==> src/rtl/reg_file_if.sv <==
// Bus interface for reg_file: one write port (load/inc/dec/clear) and
// two registered read ports sharing one read strobe.
// The master modport drives requests; the slave modport is the register file.
interface reg_file_if #(
  parameter int WIDTH = 8,
  parameter int AW    = 3
);

  logic             wr_en;
  logic [1:0]       wr_op;
  logic [AW-1:0]    wr_addr;
  logic [WIDTH-1:0] wr_data;
  logic             rd_en;
  logic [AW-1:0]    rd_addr_a;
  logic [AW-1:0]    rd_addr_b;
  logic [WIDTH-1:0] rd_data_a;
  logic [WIDTH-1:0] rd_data_b;
  logic             rd_valid;
  logic             wr_carry;

  modport master (
    output wr_en, wr_op, wr_addr, wr_data, rd_en, rd_addr_a, rd_addr_b,
    input  rd_data_a, rd_data_b, rd_valid, wr_carry
  );

  modport slave (
    input  wr_en, wr_op, wr_addr, wr_data, rd_en, rd_addr_a, rd_addr_b,
    output rd_data_a, rd_data_b, rd_valid, wr_carry
  );

endinterface

==> src/rtl/reg_file.sv <==
// reg_file: DEPTH x WIDTH register file with one read-modify-write port
// (load / increment / decrement / clear) and two registered read ports.
// Optional macro REG_FILE_BYPASS_EN: a read of the address being written in
// the same cycle returns the post-op value; without it, the pre-op value.
// Reset is asynchronous and active-low on port 'reset'.
module reg_file #(
  parameter int WIDTH = 8,
  parameter int DEPTH = 8,
  parameter int AW    = $clog2(DEPTH)
) (
  input  logic         clk,
  input  logic         reset,
  reg_file_if.slave    bus
);

  typedef enum logic [1:0] {
    OP_LOAD  = 2'b00,
    OP_INC   = 2'b01,
    OP_DEC   = 2'b10,
    OP_CLEAR = 2'b11
  } op_e;

  logic [WIDTH-1:0] regs [DEPTH];
  logic [WIDTH-1:0] old_val;
  logic [WIDTH-1:0] new_val;
  logic             new_carry;
  logic [WIDTH-1:0] src_a;
  logic [WIDTH-1:0] src_b;
  logic [WIDTH-1:0] rd_data_a_q;
  logic [WIDTH-1:0] rd_data_b_q;
  logic             rd_valid_q;
  logic             wr_carry_q;

  // Compute the post-op value of the addressed register and its wrap flag
  always_comb begin
    old_val   = regs[bus.wr_addr];
    new_val   = old_val;
    new_carry = 1'b0;
    case (op_e'(bus.wr_op))
      OP_LOAD:  new_val = bus.wr_data;
      OP_INC: begin
        new_val   = old_val + WIDTH'(1);
        new_carry = &old_val;
      end
      OP_DEC: begin
        new_val   = old_val - WIDTH'(1);
        new_carry = ~|old_val;
      end
      OP_CLEAR: new_val = '0;
      default:  new_val = old_val;
    endcase
  end

  // Select read sources, optionally forwarding the value being written this cycle
  always_comb begin
    src_a = regs[bus.rd_addr_a];
    src_b = regs[bus.rd_addr_b];
`ifdef REG_FILE_BYPASS_EN
    if (bus.wr_en && (bus.rd_addr_a == bus.wr_addr)) src_a = new_val;
    if (bus.wr_en && (bus.rd_addr_b == bus.wr_addr)) src_b = new_val;
`endif
  end

  // Register array and carry flag update on the write port
  always_ff @(posedge clk or negedge reset) begin
    if (!reset) begin
      for (int i = 0; i < DEPTH; i++) regs[i] <= '0;
      wr_carry_q <= 1'b0;
    end else if (bus.wr_en) begin
      regs[bus.wr_addr] <= new_val;
      wr_carry_q        <= new_carry;
    end
  end

  // Registered read ports; data holds when no read is requested
  always_ff @(posedge clk or negedge reset) begin
    if (!reset) begin
      rd_data_a_q <= '0;
      rd_data_b_q <= '0;
      rd_valid_q  <= 1'b0;
    end else begin
      rd_valid_q <= bus.rd_en;
      if (bus.rd_en) begin
        rd_data_a_q <= src_a;
        rd_data_b_q <= src_b;
      end
    end
  end

  assign bus.rd_data_a = rd_data_a_q;
  assign bus.rd_data_b = rd_data_b_q;
  assign bus.rd_valid  = rd_valid_q;
  assign bus.wr_carry  = wr_carry_q;

endmodule

==> src/flat_wrapper.sv <==
// flat-port wrapper written by rule: the top's interface ports become plain ports
module reg_file_flat 
#(
  parameter int WIDTH = 8,
  parameter int DEPTH = 8,
  parameter int AW    = $clog2(DEPTH)
)
  (clk, reset, bus_wr_en, bus_wr_op, bus_wr_addr, bus_wr_data, bus_rd_en, bus_rd_addr_a, bus_rd_addr_b, bus_rd_data_a, bus_rd_data_b, bus_rd_valid, bus_wr_carry);
  reg_file_if #(.WIDTH(WIDTH), .AW(AW)) bus_i ();
  input  logic clk;
  input  logic reset;
  input wire logic [$bits(bus_i.wr_en)-1:0] bus_wr_en;
  input wire logic [$bits(bus_i.wr_op)-1:0] bus_wr_op;
  input wire logic [$bits(bus_i.wr_addr)-1:0] bus_wr_addr;
  input wire logic [$bits(bus_i.wr_data)-1:0] bus_wr_data;
  input wire logic [$bits(bus_i.rd_en)-1:0] bus_rd_en;
  input wire logic [$bits(bus_i.rd_addr_a)-1:0] bus_rd_addr_a;
  input wire logic [$bits(bus_i.rd_addr_b)-1:0] bus_rd_addr_b;
  output wire logic [$bits(bus_i.rd_data_a)-1:0] bus_rd_data_a;
  output wire logic [$bits(bus_i.rd_data_b)-1:0] bus_rd_data_b;
  output wire logic [$bits(bus_i.rd_valid)-1:0] bus_rd_valid;
  output wire logic [$bits(bus_i.wr_carry)-1:0] bus_wr_carry;
  assign bus_i.wr_en = bus_wr_en;
  assign bus_i.wr_op = bus_wr_op;
  assign bus_i.wr_addr = bus_wr_addr;
  assign bus_i.wr_data = bus_wr_data;
  assign bus_i.rd_en = bus_rd_en;
  assign bus_i.rd_addr_a = bus_rd_addr_a;
  assign bus_i.rd_addr_b = bus_rd_addr_b;
  assign bus_rd_data_a = bus_i.rd_data_a;
  assign bus_rd_data_b = bus_i.rd_data_b;
  assign bus_rd_valid = bus_i.rd_valid;
  assign bus_wr_carry = bus_i.wr_carry;
  reg_file #(.WIDTH(WIDTH), .DEPTH(DEPTH), .AW(AW)) u_core (.clk(clk), .reset(reset), .bus(bus_i));
endmodule
==> config.mk <==
export PLATFORM = sky130hd
export DESIGN_NAME = reg_file_flat
export DESIGN_NICKNAME = d
export VERILOG_FILES = /design/src/rtl/reg_file_if.sv /design/src/rtl/reg_file.sv /design/src/flat_wrapper.sv
export SDC_FILE = /design/constraint.sdc
export NUM_CORES = 1
export LEC_CHECK = 0
export CORE_MARGIN = 2
export CORE_UTILIZATION = 25
export DETAILED_ROUTE_END_ITERATION = 6
export HOLD_SLACK_MARGIN = 0.03
export PLACE_DENSITY = 0.5
export SLEW_MARGIN = 20
export SYNTH_ARGS = -nofsm -noshare
export SYNTH_HDL_FRONTEND = slang
export SYNTH_SLANG_ARGS = --single-unit
==> constraint.sdc <==
create_clock -name clk -period 5.15 [get_ports clk]
set_input_delay 0.7725 -clock clk [delete_from_list [all_inputs] [get_ports clk]]
set_output_delay 0.7725 -clock clk [all_outputs]
set_load 0.01 [all_outputs]
==> summary.md <==
| Metric | Value |
|---|---|
| Tmin final | around 4.2 ns |
| P&R area growth vs syn | 19.32% |
| Crit path from | bus_wr_addr[0] |
| Clk sinks | between 80 and 90 |
| Critical Path RT | between 5 and 6 ns |
| Status | completed |
| Hpwl dp | roughly 11,000 um |
| Post-route ant nets | 0 |
| Port bufs | 40 |
| Tcrit/Tclk final | 0.8100 |
| Vias in the first global route | 3,976 |
| RSZ-0062 raised after global routing | false |
| CTS buffer count | 9 |
| Post-synthesis area per instance | ~11 sq um |
| WL per Instance | between 20 and 25 um |
| Die H | ~150 um |
| Max Cap Viol | 0 |
| Cells after Synth | 468 |
| Core Region | roughly 20,000 sq um |
| Worst setup EP type | flip-flop |
| Hold_ws | between 0.4 and 0.5 ns |
| Vias | roughly 4,100 |
| Worst reg2reg startpoint | u_core.regs[33] |
| Final wirelength | 15,510 um |
| Largest net degree at the start of global routing | between 80 and 90 |
| CTS tree | yes |
| Share of cells above drive strength 1 | 0.1849 |
| Cell Area, Synth | roughly 5100 sq um |
| Reg clk slew, reported paths | approximately 0.060 ns |
| Initial Util | 0.2547 |
| DR pass1 iterations | 6 |
| Static Leakage | 2.403 nW |
| Io pins | 41 |
| Total Routing Usage GR | 0.1484 |
| Ant diodes | 0 |
| Reg2reg end | u_core.regs[38] |
| Final Setup Violations | 0 |
| FP Rows | 52 |
| Detailed Route Iter0 Violations | 395 |
| Yosys warning count | 0 |
| Setup TNS | 0 ns |
| Hold bufs inserted after CTS | 0 |
| Startpoint Class | input port |
| CTS H-tree lvls | 3 |
| Sequential element share of the synthesized area | 0.3995 |
| Post-CTS Repair Setup Buffers | 0 |
| Vias/cell | 5.255 |
| Post-CTS resize count | 0 |
| # nets final | ~530 |
| Synth unique cells | approximately 50 |
| Gr ovfl total | 0 |
| Hold WC Path Type | in -> async |
| Clk buf depth | 2 |
| Latest clock arrival within the worst-skew pair | 0.34 ns |
| Asr flop ratio synth | 1.000 |
| #FFs+latches synth | 82 |
| Fin. max-slew vios | 0 |
| Crit path max fanout | 12 |
| Critical path type | in -> reg |
| Die area | roughly 22,000 sq um |
| Worst IR drop on VDD | 0.0001489 V |
| Syn Nets | 501 |
| Depth of the most critical reg-to-reg path | 9 |
| Highest Clock Rate | around 240 MHz |
| Skew final | about 0.0063 ns |
| Clk root buf | clkbuf_16 |
| Worst slew margin | 0.3244 |
| Initial antenna violation count | 0 |
| Residual DRC | 0 |
| Crit path DAT | about 4.4 ns |
| Post-synth EDFFs | 0 |
| Slew @ Worst Pin | slightly above 1 ns |
| Die width | roughly 150 um |
| First-pass GRT wire length | ~24,000 um |
| Hold Violations, Final | 0 |
| Most used flip-flop cell after synthesis | dfrtp_1 |
| Pwr per Cell Area | approximately 430 nW/um^2 |
| R2r setup slk | 1.96 ns |
| # fillers | about 2,100 |
| GPL Wtd Cong | between 0.8 and 0.9 |
-- synthesized netlist by cell type (2+ instances only) --
cell type,count,share of area
dfrtp_1,82,0.40
nor2_1,68,0.050
a21oi_1,54,0.053
mux4_2,47,0.21
nand2_1,33,0.024
mux2i_1,27,0.053
o21ai_0,25,0.024
clkbuf_1,15,0.011
buf_2,11,0.011
a31oi_1,9,0.011
ha_1,9,0.022
mux2_2,6,0.013
nand3_1,6,0.0058
nor4_1,6,0.0073
inv_1,5,0.0037
nand2b_1,5,0.0061
nand4_1,4,0.0049
o21ai_1,4,0.0039
o31ai_1,4,0.0058
o41ai_1,4,0.0068
a22oi_1,3,0.0044
buf_1,3,0.0022
nand3b_1,3,0.0044
or2_2,3,0.0037
a211oi_1,2,0.0029
a21o_1,2,0.0029
and2_1,2,0.0024
buf_6,2,0.0044
nor2b_1,2,0.0024
nor3_2,2,0.0039
xor2_1,2,0.0034
-- power by group --
group | internal (mW) | switching (mW) | leakage [nW]
sequential | 0.819 | 0.212 | 0.986
clock | 0.473 | 0.257 | 0.160
combinational | 0.456 | 0.418 | 1.26
-- cell type report --
class,count,area [sq um],area share
clock buffers,11,232.7,0.03797
clock inverters,5,102.6,0.01674
inverters,5,18.77,0.003062
multi-input cells,348,2898,0.4728
flip-flops and latches,82,2052,0.3348
well taps,270,337.8,0.05512
repair buffers,52,486.7,0.07942
-- cell usage in the layout (no fill, tap or decap), types with 9 or more instances in the layout --
master            n
a21oi_1          54
a31oi_1           9
buf_4            12
clkbuf_16         9
clkdlybuf4s50_1  38
dfrtp_1          82
ha_1              9
mux2i_1          27
mux4_2           47
nand2_1          33
nor2_1           68
o21ai_0          25
-- state kept, by name (all words and copies together), names as in the netlist --
signal / count
u_core.bus.rd_data_b: 8
u_core.regs: 64
u_core.bus.rd_data_a: 8
u_core.bus.wr_carry: 1
u_core.bus.rd_valid: 1
-- cells by family after synthesis --
family / share of synthesized area
buf+inv: 0.03630
flops: 0.3995
xor+xnor: 0.008284
simple gates: 0.1238
mux: 0.2762
compound gates: 0.1301
fa+ha+maj: 0.02582
-- routing by layer --
metal | global-route usage | vias up | routed length, um
met5 | 0 | - | 0
met4 | 0.04327 | 0 | 351
met3 | 0.04161 | 19 | 1162
met2 | 0.2093 | 174 | 6549
met1 | 0.2208 | 2054 | 7443
li1 | - | 1815 | -
-- how the worst max path moves through the flow --
stage | to | slack [ns]
finish | u_core.regs[38] | 0.98
global route | u_core.regs[22] | 0.63
CTS | u_core.regs[22] | 0.96
detailed placement | u_core.regs[46] | 0.62
global placement | u_core.regs[22] | 0.69
floorplan | u_core.regs[22] | 1.51
-- worst max-delay path, stage by stage --
cell and delay [ns]:
clkdlybuf4s50_1 0.86, buf_4 0.26, buf_4 0.26, mux4_2 0.56, mux2_2 0.29, ha_1 0.33, inv_1 0.11, or3_1 0.11
mux2i_1 0.09, a2111oi_4 0.58, a21oi_1 0.14
-- metrics by stage --
| stage | cells | setup slack [ns] | power (mW) | utilization | area, sq um |
|---|---|---|---|---|---|
| after detailed placement | 757 | 0.6170 | 1.905 | 0.2873 | 5794 |
| final | 773 | 0.9783 | 2.635 | 0.3038 | 6128 |
| after global placement | 757 | 0.6918 | 1.881 | 0.2873 | 5794 |
| after CTS | 773 | 0.9606 | 2.644 | 0.3039 | 6130 |
| after global routing | 773 | 0.6310 | 2.793 | 0.3038 | 6128 |
| after floorplan | 468 | 1.507 | 1.576 | - | 5136 |
(Power assumes the default switching activity.)
